### config.mk
export PLATFORM = sky130hd
export DESIGN_NAME = pipeline_hazard_ctrl
export DESIGN_NICKNAME = d
export VERILOG_FILES = /design/src/rtl/pipeline_hazard_pkg.sv /design/src/rtl/pipeline_hazard_ctrl_depth.sv /design/src/rtl/pipeline_hazard_ctrl.sv
export SDC_FILE = /design/constraint.sdc
export NUM_CORES = 1
export LEC_CHECK = 0
export CAP_MARGIN = 20
export CORE_MARGIN = 2
export CORE_UTILIZATION = 25
export DETAILED_ROUTE_END_ITERATION = 8
export PLACE_DENSITY = 0.78
export SYNTH_ARGS = -nofsm -noshare
export SYNTH_HDL_FRONTEND = slang
export SYNTH_SLANG_ARGS = --single-unit
### constraint.sdc
create_clock -name clk -period 1.76 [get_ports clk]
set_input_delay 0.352 -clock clk [delete_from_list [all_inputs] [get_ports clk]]
set_output_delay 0.352 -clock clk [all_outputs]
set_load 0.01 [all_outputs]
### src/rtl/pipeline_hazard_pkg.sv
// rtl/pipeline_hazard_pkg.sv - shared types, field positions and match helper for the hazard controller
package pipeline_hazard_pkg;

  typedef enum logic [1:0] {
    RUN      = 2'd0,
    STALL    = 2'd1,
    MEM_WAIT = 2'd2
  } state_t;

  localparam int RT_LSB = 0;
  localparam int RN_LSB = 5;
  localparam int RM_LSB = 16;
  localparam int REG_W  = 5;

  localparam logic [REG_W-1:0] ZERO_REG_DEF = 5'd31;

  // XZR never carries a value worth waiting for
  function automatic logic reg_match(input logic [REG_W-1:0] dest,
                                     input logic [REG_W-1:0] src,
                                     input logic             used,
                                     input logic [REG_W-1:0] zero_reg);
    return used && (dest == src) && (dest != zero_reg);
  endfunction

endpackage

### src/rtl/pipeline_hazard_ctrl_depth.sv
// rtl/pipeline_hazard_ctrl_depth.sv - combinational load-use hazard depth (bubbles needed: 0, 1 or 2)
module hazard_depth_calc
  import pipeline_hazard_pkg::*;
#(
  parameter logic [REG_W-1:0] ZERO_REG = ZERO_REG_DEF
) (
  input  logic [31:0] id_instr,
  input  logic [31:0] ex_instr,
  input  logic [31:0] mem_instr,
  input  logic        id_is_cbz,
  input  logic        id_uses_rn,
  input  logic        id_uses_rm,
  input  logic        ex_mem_read,
  input  logic        mem_mem_read,
  output logic [1:0]  depth
);

  logic [REG_W-1:0] id_rt, id_rn, id_rm, ex_dest, mem_dest;
  logic             cbz_on_ex_load, cbz_on_mem_load, alu_on_ex_load;
  logic             unused_bits;

  assign id_rt    = id_instr[RT_LSB +: REG_W];
  assign id_rn    = id_instr[RN_LSB +: REG_W];
  assign id_rm    = id_instr[RM_LSB +: REG_W];
  assign ex_dest  = ex_instr[RT_LSB +: REG_W];
  assign mem_dest = mem_instr[RT_LSB +: REG_W];

  assign unused_bits = ^{id_instr[31:21], id_instr[15:10], ex_instr[31:5], mem_instr[31:5]};

  // CBZ resolves in ID, so it needs the loaded value one stage earlier than the ALU does
  assign cbz_on_ex_load  = id_is_cbz & ex_mem_read  & reg_match(ex_dest,  id_rt, 1'b1, ZERO_REG);
  assign cbz_on_mem_load = id_is_cbz & mem_mem_read & reg_match(mem_dest, id_rt, 1'b1, ZERO_REG);
  assign alu_on_ex_load  = ex_mem_read & (reg_match(ex_dest, id_rn, id_uses_rn, ZERO_REG) |
                                          reg_match(ex_dest, id_rm, id_uses_rm, ZERO_REG));

  always_comb begin
    depth = 2'd0;
    if (cbz_on_ex_load) begin
      depth = 2'd2;
    end else if (cbz_on_mem_load || alu_on_ex_load) begin
      depth = 2'd1;
    end
  end

endmodule

### src/rtl/pipeline_hazard_ctrl.sv
// rtl/pipeline_hazard_ctrl.sv - load-use stall, memory-wait freeze and branch-flush sequencer
// Optional: STALL_STATS_EN adds the saturating stall_cycles counter output.
module pipeline_hazard_ctrl
  import pipeline_hazard_pkg::*;
#(
  parameter logic [REG_W-1:0] ZERO_REG    = ZERO_REG_DEF,
  parameter int               MEM_TIMEOUT = 64,
  parameter int               CNT_W       = 32
) (
  input  logic        clk,
  input  logic        reset,
  input  logic [31:0] id_instr,
  input  logic [31:0] ex_instr,
  input  logic [31:0] mem_instr,
  input  logic        id_is_cbz,
  input  logic        id_uses_rn,
  input  logic        id_uses_rm,
  input  logic        ex_mem_read,
  input  logic        mem_mem_read,
  input  logic        mem_access,
  input  logic        mem_ready,
  input  logic        id_branch_taken,
  output logic        pc_write_en,
  output logic        if_id_write_en,
  output logic        if_id_flush,
  output logic        id_ex_bubble,
  output logic        pipe_freeze,
  output logic        mem_timeout
`ifdef STALL_STATS_EN
  ,
  output logic [CNT_W-1:0] stall_cycles
`endif
);

  localparam int WAIT_W = $clog2(MEM_TIMEOUT) + 1;
  localparam logic [WAIT_W-1:0] WAIT_LAST = WAIT_W'(MEM_TIMEOUT - 1);

  state_t            state, state_nxt, ret_state, ret_state_nxt;
  logic [1:0]        stall_cnt, stall_cnt_nxt;
  logic [WAIT_W-1:0] wait_cnt, wait_cnt_nxt;
  logic [1:0]        depth;
  logic              mem_busy;
  logic              timeout_q, timeout_hit;

  hazard_depth_calc #(
    .ZERO_REG(ZERO_REG)
  ) u_depth (
    .id_instr    (id_instr),
    .ex_instr    (ex_instr),
    .mem_instr   (mem_instr),
    .id_is_cbz   (id_is_cbz),
    .id_uses_rn  (id_uses_rn),
    .id_uses_rm  (id_uses_rm),
    .ex_mem_read (ex_mem_read),
    .mem_mem_read(mem_mem_read),
    .depth       (depth)
  );

  assign mem_busy    = mem_access & ~mem_ready;
  assign timeout_hit = (state == MEM_WAIT) && (wait_cnt == WAIT_LAST);
  assign mem_timeout = timeout_q | timeout_hit;

  always_comb begin
    pc_write_en    = 1'b1;
    if_id_write_en = 1'b1;
    if_id_flush    = 1'b0;
    id_ex_bubble   = 1'b0;
    pipe_freeze    = 1'b0;
    state_nxt      = state;
    ret_state_nxt  = ret_state;
    stall_cnt_nxt  = stall_cnt;
    wait_cnt_nxt   = wait_cnt;

    case (state)
      RUN: begin
        if (mem_busy) begin
          pipe_freeze    = 1'b1;
          pc_write_en    = 1'b0;
          if_id_write_en = 1'b0;
          ret_state_nxt  = RUN;
          state_nxt      = MEM_WAIT;
        end else if (depth != 2'd0) begin
          pc_write_en    = 1'b0;
          if_id_write_en = 1'b0;
          id_ex_bubble   = 1'b1;
          stall_cnt_nxt  = depth - 2'd1;
          state_nxt      = (depth == 2'd2) ? STALL : RUN;
        end else begin
          if_id_flush = id_branch_taken;
        end
      end

      // the branch is still being resolved on stale data here, so no flush
      STALL: begin
        if (mem_busy) begin
          pipe_freeze    = 1'b1;
          pc_write_en    = 1'b0;
          if_id_write_en = 1'b0;
          ret_state_nxt  = STALL;
          state_nxt      = MEM_WAIT;
        end else begin
          pc_write_en    = 1'b0;
          if_id_write_en = 1'b0;
          id_ex_bubble   = 1'b1;
          stall_cnt_nxt  = (stall_cnt == 2'd0) ? 2'd0 : stall_cnt - 2'd1;
          if (stall_cnt <= 2'd1) begin
            state_nxt = RUN;
          end
        end
      end

      // the ready cycle is still frozen: the access retires as the pipe advances
      MEM_WAIT: begin
        pipe_freeze    = 1'b1;
        pc_write_en    = 1'b0;
        if_id_write_en = 1'b0;
        if (mem_ready) begin
          wait_cnt_nxt = '0;
          state_nxt    = ret_state;
        end else if (wait_cnt != WAIT_LAST) begin
          wait_cnt_nxt = wait_cnt + 1'b1;
        end
      end

      default: begin
        state_nxt = RUN;
      end
    endcase
  end

  always_ff @(posedge clk) begin
    if (!reset) begin
      state     <= RUN;
      ret_state <= RUN;
      stall_cnt <= 2'd0;
      wait_cnt  <= '0;
      timeout_q <= 1'b0;
    end else begin
      state     <= state_nxt;
      ret_state <= ret_state_nxt;
      stall_cnt <= stall_cnt_nxt;
      wait_cnt  <= wait_cnt_nxt;
      if (timeout_hit) begin
        timeout_q <= 1'b1;
      end
    end
  end

`ifdef STALL_STATS_EN
  always_ff @(posedge clk) begin
    if (!reset) begin
      stall_cycles <= '0;
    end else if (id_ex_bubble && (stall_cycles != {CNT_W{1'b1}})) begin
      stall_cycles <= stall_cycles + 1'b1;
    end
  end
`endif

endmodule

==> results of run 1 <==
area by class of cell:
cell class,instances,area (um2),area share (%)
Timing Repair Buffer,68,531,32.5
Multi-Input combinational cell,97,716,43.8
Inverter,5,18.8,1.15
Tap cell,48,60.1,3.68
Sequential cell,13,263,16.1
Clock buffer,4,45.0,2.76
critical path, stage by stage:
cell	delay, ns
sky130_fd_sc_hd__buf_6	0.10
sky130_fd_sc_hd__xor2_2	0.17
sky130_fd_sc_hd__nor4_2	0.26
sky130_fd_sc_hd__a32oi_1	0.14
sky130_fd_sc_hd__o211ai_2	0.21
sky130_fd_sc_hd__buf_4	0.15
sky130_fd_sc_hd__o21ai_2	0.05
sky130_fd_sc_hd__buf_2	0.13
cells by family (layout without fill, tap and decap cells):
logic type / count (synthesis) / count (layout) / synth area share [%]
fa+ha+maj: 1 / 1 / 1.28
buf+inv: 9 / 77 / 5.36
compound gates: 30 / 30 / 22.1
xor+xnor: 20 / 20 / 17.9
simple gates: 46 / 46 / 26.8
flops: 13 / 13 / 26.6
registers in the layout, summed over array words and instances (netlist names):
name       count
timeout_q      1
wait_cnt       7
ret_state      1
state          2
stall_cnt      2
layer usage:
layer / GRT usage (%) / routed length (um) / up-vias
met5: 0 / 0 / -
met4: 3.83 / 31 / 0
met3: 1.01 / 96 / 2
met2: 24.1 / 1340 / 25
met1: 14.8 / 1180 / 500
li1: - / - / 562
metrics by stage:
| step | util (%) | cell area, um2 | std cells | power (uW) |
|---|---|---|---|---|
| global placement | 42.4 | 1580 | 225 | 543 |
| detailed placement | 42.4 | 1580 | 225 | 546 |
| floorplan | - | 987 | 119 | 406 |
| global route | 43.9 | 1630 | 235 | 831 |
| finish | 43.9 | 1630 | 235 | 791 |
| CTS | 43.2 | 1610 | 234 | 792 |
what timing repair did:
action	CTS	global route
pin swaps	30	2
setup buffers	5	1
setup endpoints to repair	8	7
resized for setup	131	6
Yosys cell counts, types with 2 or more instances:
master and n:
sky130_fd_sc_hd__dfxtp_1 13, sky130_fd_sc_hd__buf_6 2, sky130_fd_sc_hd__inv_1 5, sky130_fd_sc_hd__xnor2_1 7
sky130_fd_sc_hd__nor3_1 6, sky130_fd_sc_hd__nand2_1 10, sky130_fd_sc_hd__o21ai_0 10, sky130_fd_sc_hd__a21oi_1 4
sky130_fd_sc_hd__and2_1 4, sky130_fd_sc_hd__xor2_1 13, sky130_fd_sc_hd__a21boi_0 3, sky130_fd_sc_hd__and3_1 2
sky130_fd_sc_hd__a21o_1 2, sky130_fd_sc_hd__nand3_1 7, sky130_fd_sc_hd__nor2b_1 2, sky130_fd_sc_hd__or3_1 4
sky130_fd_sc_hd__nor4_2 2, sky130_fd_sc_hd__nand4_1 2
worst paths after layout:
check | start | to | slack [ns]
worst min register to register | stall_cnt[1]$_SDFFE_PN0P_ | stall_cnt[1]$_SDFFE_PN0P_ | 0.47
worst max-delay path | id_instr[8] | pc_write_en | -0.16
worst max register to register | wait_cnt[1]$_SDFFE_PN0P_ | wait_cnt[3]$_SDFFE_PN0P_ | 0.15
worst min-delay path | stall_cnt[1]$_SDFFE_PN0P_ | stall_cnt[1]$_SDFFE_PN0P_ | 0.47
where the power goes:
part | switching [uW] | internal (uW) | leakage (uW)
logic | 98.3 | 127 | 0.000573
registers | 5.37 | 300 | 0.000106
clock network | 100 | 159 | 0.0000228
==> impl_metrics.py, run 1 <==
metrics = {
    "synth": {
        "synth.lib_cells_used.distinct": 39,
        "cell_area_after_technology_mapping_um2": 980,
        "synthesis.area_per_instance_um2": 8.23,
        "ys_seq_area_share_pct": 26.6,
        "synthDominantCellAreaShare_pct": 26.6,
        "synth_cells": 119,
        "most_area_consuming_cells_after_synthesis": "sky130_fd_sc_hd__dfxtp_1 (27%), sky130_fd_sc_hd__xor2_1 (12%), sky130_fd_sc_hd__xnor2_1 (6.3%)",
        "netlist.top_cell.by_area": "sky130_fd_sc_hd__dfxtp_1",
        "ys_async_sr_fraction_pct": 0,
        "synth.net_count": 226,
        "synth_ff_type": "sky130_fd_sc_hd__dfxtp_1",
        "number_of_flops_mapped_to_enable_cells_by_yosys": 0,
        "ys_warn_count": 0,
        "number_of_flip_flops_and_latches_in_the_synthesized_netlist": 13,
    },
    "placement": {
        "total_of_buffers_placed_on_input_and_output_ports": 40,
        "gp_congestion": 0.863,
        "pre_cts_slack_ns": -0.989,
        "post-dp-hpwl_um": 2070,
    },
    "final_layout": {
        "num-nets-final": 295,
        "drive_gt1_share_pct": 38.5,
        "insertedDiodeCount": 0,
        "synthToLayoutAreaGrowth_pct": 66.7,
        "final.fill_count": 372,
        "layout.cells.most_common": "sky130_fd_sc_hd__buf_4",
        "layout_common_cells": "sky130_fd_sc_hd__buf_4 (27), sky130_fd_sc_hd__buf_2 (17), sky130_fd_sc_hd__xor2_1 (12)",
    },
    "clock_network": {
        "cts.hold.buffers_added": 0,
        "tritoncts": "done",
        "clk-insertion-delay-late_ns": 0.24,
        "clk_path_buf_depth": 2,
        "clockRootBuffer": "sky130_fd_sc_hd__clkbuf_8",
        "htree_levels": 1,
        "cts.clk_slew.worst_paths_ns": 0.05,
        "cts_made_buffers": 3,
        "clock_sink_count": 13,
    },
    "critical_path": {
        "endpoint_kind": "output port",
        "worstRegToRegCells": 8,
        "critical_path.max_fanout": 3,
        "criticalPathCategory": "primary input to output port",
        "worst-endpoint-arrival_ns": 1.57,
        "crit_path_start_kind": "primary input",
        "worst-endpoint-required_ns": 1.41,
    },
    "grt": {
        "via_count_of_the_first_global_routing_pass": 1057,
        "grt_max_degree": 11,
        "number_of_antenna_violations_at_the_first_check_in_global_routing": 0,
        "grt_usage_pct": 12.6,
        "first_pass_grt_wire_length_um": 4420,
        "gr-total-overflow": 0,
    },
    "floorplan": {
        "num_io_pins": 112,
        "initial_utilization_pct": 26.4,
        "die_area_um2": 4440,
        "die_w_um": 66.6,
        "floorplan.rows": 22,
        "design.core.area_um2": 3720,
        "die_y_um": 66.6,
    },
    "route": {
        "drt-pass1-iter-count": 4,
        "final_antenna_net_count": 0,
        "remaining_drc_errors": 0,
        "totalWireLength_um": 2650,
        "first_drt_iteration_drcs": 76,
        "route.detailed.wl_per_inst_um": 11.3,
        "vias_per_cell": 4.63,
        "vias": 1089,
    },
    "sta": {
        "timing.final.setup_violations": 4,
        "relSlewSlack_pct": 77.0,
        "final-hold-violation-count": 0,
        "timing.fmax_mhz": 521,
        "final_min_period_over_clock_period_pct": 109,
        "tightestPinTransition_ns": 0.343,
        "hold-worst-slack_ns": 0.467,
        "unrepaired_setup_endpoints_after_global_routing": "true",
        "post-route-worst-setup-slack_ns": -0.160,
        "min_period_ns": 1.92,
        "setup_total_negative_slack_ns": -0.538,
        "final_max_tran_viols": 0,
        "timing.clock.skew_ns": 0.00555,
    },
    "hold_path": {
        "worst_min_delay_path_class": "register to register",
        "hold_path_depth": 2,
    },
    "power": {
        "vdd_drop_max_mv": 0.239,
        "power_density_nw_per_um2": 484,
        "power.leakage_uw": 0.000701,
    },
    "run": {
        "maxCapViolations": 0,
    },
    "status": {
        "violations": "negative setup slack",
        "outcome": "finished with violations",
    },
}
Power figures use the tool's default switching activity.
==> run 2, diff against run 1 <==
- CAP_MARGIN: 20 -> not set
- CTS_CLUSTER_SIZE: not set -> 8
- GPL_TIMING_DRIVEN: not set -> 1
==> results of run 2 <==
Final layout, timing and power as in run 1 (identical DEF).
==> patch 1, RTL diff (config.mk and constraints of run 2) <==
Re-encode `state_t` (3 states) as one-hot, 3 bits wide.
--- a/src/rtl/pipeline_hazard_pkg.sv
+++ b/src/rtl/pipeline_hazard_pkg.sv
@@ -1,10 +1,10 @@
 // rtl/pipeline_hazard_pkg.sv - shared types, field positions and match helper for the hazard controller
 package pipeline_hazard_pkg;
 
-  typedef enum logic [1:0] {
-    RUN      = 2'd0,
-    STALL    = 2'd1,
-    MEM_WAIT = 2'd2
+  typedef enum logic [2:0] {
+    RUN      = 3'b001,
+    STALL    = 3'b010,
+    MEM_WAIT = 3'b100
   } state_t;
 
   localparam int RT_LSB = 0;
Formal check against the unedited RTL: same outputs for any inputs over 10 cycles, from zero or initial values and one cycle with reset low; not proved beyond that.
==> patch 1 against run 2 <==
The run still ends with setup timing left; via count grew 15%; die area is 8.0% higher; sequential cell count is 2 higher; setup slack got worse by 170 ps; synthesized area rose by 8.6%; clock power increased by 12%; fmax fell by 8.0%; register-to-register slack worse by 50 ps; total power is 12% higher; routed wire length is 16% higher; sequential power grew 13%; sequential share of layout area fell by 0.36 points; design area grew 18%; critical endpoint unchanged.
==> patch 1: results (changes against run 2) <==
- Top cells by count, synth: nor2_1 (18), xor2_1 (16), dfxtp_1 (15), nand2_1 (12)
- Max-slew headroom at the worst pin: 75.1% (-1.9 points)
- Area contributors post-synth: dfxtp_1 (28%), xor2_1 (13%), nor2_1 (6.4%)
- Largest regs: wait_cnt (7), state (3)
- Clock latency at the later pin of the worst-skew pair: 260 ps (+20 ps)
- Synthesized-area fraction occupied by adder cells: 1.18% (-0.10 points)
- Net count after synthesis: 249 (+10%)
- Worst VDD drop: 220 uV (-8.2%)
- Number of standard cells in the layout, taps in and fillers out: 270 (+15%)
- Violated checks: setup timing
- Total of endpoints with negative setup slack in the final report: 4 (unchanged)
- Vias in the first global route: 1,305 (+23%)
- Weighted congestion at the end of routability-driven global placement: 0.806 (-6.6%)
- Final WS setup: -327 ps (-166 ps)
- Fraction of final layout cells with drive strength greater than 1: 41.4% (+2.9 points)
- Total global-route track usage: 13.2% (+0.52 points)
- Share of the synthesized area in compound gates (AO/OA/AOI/OAI): 18.5% (-3.6 points)
- Sum of net half-perimeters after detailed placement: 2.35 mm (+13%)
- Arrival @ worst endpoint: 1730 ps (+160 ps)
- Clock buffer count from CTS: 3 (unchanged)
- Run status: finished with violations
- Total Nets Final: 328 (+11%)
- Ratio of routed vias to standard cells: 4.65 (+0.38%)
- Maximum clock skew at final layout: 2.71 ps (-2.84 ps)
- Global-route wire length before repair: 5.25 mm (+19%)
- Fraction of synthesized cell area in xor and xnor cells: 18.1% (+0.24 points)
- Post-synth cell types: 37 (-5.1%)
- Leakage power: 0.000821 uW (+17%)
- Wire length per cell: 11.4 um (+0.68%)
[patch 1: kinds of logic (layout without fill, tap and decap cells)]
| logic type | count (synthesis) | after routing |
|---|---|---|
| AND/OR/NAND/NOR | 62 | 62 |
| buffers and inverters | 10 | 88 |
| flip-flops | 15 | 15 |
| adder cells (fa/ha/maj) | 1 | 1 |
| AO/OA/AOI/OAI | 32 | 32 |
| XOR/XNOR | 22 | 22 |
[patch 1: path summary, 6_finish.rpt]
check	cells past startpoint	startpoint	end	slack [ps]
worst min register to register	2	stall_cnt[0]	stall_cnt[0]	480
worst max-delay path	7	id_instr[0]	pc_write_en	-330
worst min-delay path	2	stall_cnt[0]	stall_cnt[0]	480
worst max register to register	9	state[1]	wait_cnt[4]	100
[patch 1: metal layers]
layer | GRT usage, % | up-vias | share of wire (%)
met4 | 7.84 | 0 | 2.3
met1 | 14.4 | 571 | 43
met3 | 2.62 | 7 | 6.0
met2 | 23.3 | 38 | 49
met5 | 0 | - | 0
li1 | - | 640 | -
[patch 1: stage by stage]
| stage | setup slack, ps | instance area (um2) | util (%) | TNS [ps] | power [uW] |
|---|---|---|---|---|---|
| final | -327 | 1930 | 47.6 | -1250 | 884 |
| after global routing | -376 | 1930 | 47.6 | -1460 | 930 |
| after detailed placement | -1110 | 1780 | 43.8 | -7320 | 596 |
| after global placement | -1090 | 1780 | 43.8 | -7050 | 592 |
| after CTS | -369 | 1880 | 46.3 | -1490 | 880 |
| after floorplan | -151 | 1080 | - | -163 | 440 |
[patch 1: power by group through the flow]
| stage | clock [uW] | combinational (uW) | sequential [uW] |
|---|---|---|---|
| 3_3_place_gp | 0 | 241 | 351 |
| 4_1_cts | 302 | 235 | 344 |
| 6_report | 292 | 248 | 344 |
| 2_1_floorplan | 0 | 88.0 | 352 |
| 5_1_grt | 317 | 269 | 344 |
| 3_5_place_dp | 0 | 244 | 351 |
[patch 1: layout make-up]
type / instances / share of cell area (%)
multi-input cells: 117 / 44.6
clock buffers: 3 / 2.14
clock inverters: 1 / 0.259
flip-flops and latches: 15 / 15.7
inverters: 5 / 0.971
repair buffers: 79 / 33.1
well taps: 50 / 3.24
[patch 1: what timing repair did]
action	CTS	global route
hold buffers	0	0
pin swaps	18	15
hold endpoints to repair	0	0
setup endpoints to repair	11	10
resized for setup	108	39
buffers inserted	13	1
[patch 1: worst max-delay path: stages]
cell and delay [ps]:
clkdlybuf4s15_1 190, xor2_1 140, or4_4 480, o221a_4 280, nand3_4 100, o21ai_2 60, buf_2 130
==> patch 2, RTL diff (config.mk and constraints of run 2) <==
Without the edit above. Set the parameter `MEM_TIMEOUT` to 128 (it was 64).
--- a/src/rtl/pipeline_hazard_ctrl.sv
+++ b/src/rtl/pipeline_hazard_ctrl.sv
@@ -4,7 +4,7 @@
   import pipeline_hazard_pkg::*;
 #(
   parameter logic [REG_W-1:0] ZERO_REG    = ZERO_REG_DEF,
-  parameter int               MEM_TIMEOUT = 64,
+  parameter int               MEM_TIMEOUT = 128,
   parameter int               CNT_W       = 32
 ) (
   input  logic        clk,
Function: no difference found for any inputs over 10 cycles, from zero or initial values and one cycle with reset low; that may be too few to reach the edited logic, so the function may still have changed.
==> patch 2 against run 2 <==
The run still ends with setup timing left; sequential cell count grew 1; non-clock buffer count shrank 2; synthesized area grew 3.6%; global-route usage grew 0.59 points; die area grew 3.4%; register-to-register slack gained 80 ps; design area grew 7.0%; synthesized cell count grew 3.4%; core utilization grew 0.40 points; setup slack lost 71 ps; total power grew 5.7%; critical endpoint is now id_ex_bubble; routed wire length grew 3.4%.
==> patch 2: results (changes against run 2) <==
- Part of the Yosys area used for sequential elements: 27.6% (+1.1 points)
- Share of the synthesized area in compound gates (AO/OA/AOI/OAI): 18.6% (-3.5 points)
- Vias in the first global route: 1,118 (+5.8%)
- Clock tree buffer depth: 2 (unchanged)
- Net count after synthesis: 230 (+1.8%)
- Final WS setup: -232 ps (-71.5 ps)
- Clock Pin Slew Worst Setup and Hold Paths: 60 ps
- Largest regs: wait_cnt (8), stall_cnt (2), state (2)
- Global-route wire length before repair: 4.72 mm (+6.9%)
- Wire length per cell: 11.5 um (+2.1%)
- Maximum clock skew at final layout: 2.60 ps (-2.95 ps)
- Weighted congestion at the end of routability-driven global placement: 0.822 (-4.8%)
- Sum of net half-perimeters after detailed placement: 2.14 mm (+3.6%)
- Post-synth cell types: 38 (-2.6%)
- Maximum number of pins on one net before global-route repair: 10 (-1)
- Run status: finished with violations
- Register-to-Register Path Depth: 6 (-2)
- Clock Power Share: 31.7% (-1.2 points)
- Synthesized-area fraction occupied by adder cells: 1.23% (-0.044 points)
- Leakage power: 0.000733 uW (+4.5%)
- Fraction of final layout cells with drive strength greater than 1: 38.3% (-0.20 points)
- Worst hold slack across all endpoints: 441 ps (-25.9 ps)
- Highest cell delay on the worst timing path: 320 ps (+60 ps)
- Area contributors post-synth: dfxtp_1 (28%), xor2_1 (11%), xnor2_1 (9.5%)
- CTS H-Tree Depth: 1 (unchanged)
- Main combinational cell family by area after synthesis: simple AND/OR/NAND/NOR gates
- Clock buffer count from CTS: 3 (unchanged)
- Fraction of synthesized cell area in xor and xnor cells: 20.7% (+2.8 points)
- Top cells by count, synth: dfxtp_1 (14), xor2_1 (13), xnor2_1 (11), nand2_1 (10)
- Total global-route track usage: 13.2% (+0.59 points)
- Reg-to-reg startpoint: state[1]
- Primary FF master, synth: dfxtp_1
- Multiplexer share of the synthesized area: 0.986% (+0.99 points)
- Syn avg cell area: 8.25 um2 (+0.21%)
- Total Nets Final: 297 (+0.68%)
- Worst slack at placement: -1130 ps (-141 ps)
- Ratio of routed vias to standard cells: 4.58 (-1.2%)
- Number of enable-type register cells in the synthesized netlist: 0 (unchanged)
- Violation count after the first detailed-routing iteration: 26 (-66%)
- Number of standard cells in the layout, taps in and fillers out: 238 (+1.3%)
- Part of the total power dissipated in combinational logic: 29.1% (+0.6 points)
- Tightest Pin Transition: 283 ps (-60.2 ps)
- Worst VDD drop: 206 uV (-14%)
- Violated checks: setup timing
- R2R setup slack: 230 ps (+80 ps)
- Kind of cell with the highest combined delay on the critical path: buffers and inverters
- Number of failing hold endpoints at the final stage: 0 (unchanged)
- Total of endpoints with negative setup slack in the final report: 4 (unchanged)
- Min-delay src: stall_cnt[1]
- Switching part of the total: 26.8% (+1.0 points)
-- patch 2: cell count changes in the layout (fill, tap and decap cells not counted), sizes merged, moves of 2 or more --
cell                  run 2  this run
nand3                     7         5
buf                      52        42
nor2                      1         7
or3                       4         2
clkdlybuf4s15             4        10
o21ai                    11         8
dlygate4sd2               6         8
xnor2                     7        11
-- patch 2: logic make-up after synthesis --
logic type      Yosys count
simple gates             49
compound gates           25
xor+xnor                 24
flops                    14
buf+inv                   9
mux                       1
fa+ha+maj                 1
-- patch 2: metrics by stage --
stage          instance area [um2]  total power (uW)  TNS, ps  util (%)
5_1_grt                       1750               873    -1210      44.3
6_report                      1750               836     -838      44.3
4_1_cts                       1700               827     -814      43.1
2_1_floorplan                 1020               427    -15.6         -
3_3_place_gp                  1630               563    -4900      41.3
3_5_place_dp                  1630               567    -5800      41.3
-- patch 2: metal layers --
layer  vias up  global-route usage [%]  share of wire (%)
met5         -                       0                  0
met4         0                    5.61                1.8
met3         6                    2.17                3.7
met2        30                    21.3                 49
met1       495                    17.3                 45
li1        559                       -                  -
-- patch 2: final cells by class --
cell class	count	area [um2]
well taps	50	62.6
inverters	5	18.8
multi-input cells	100	782
clock buffers	3	41.3
fillers	364	2190
flip-flops and latches	14	282
repair buffers	66	562
-- patch 2: worst max path at each step --
stage / slack [ps] / from / endpoint / cells past startpoint
floorplan: -20 / ex_instr[4] / pc_write_en / 7
CTS: -230 / id_instr[6] / id_ex_bubble / 8
finish: -230 / id_instr[0] / id_ex_bubble / 8
global placement: -1010 / ex_instr[4] / id_ex_bubble / 7
detailed placement: -1130 / ex_instr[1] / id_ex_bubble / 7
global route: -320 / ex_instr[4] / id_ex_bubble / 8
-- patch 2: repair_timing --
action	CTS	global route
gates resized for setup	118	17
buffers inserted	3	0
pin swaps	22	9
endpoints found under the setup margin	9	6
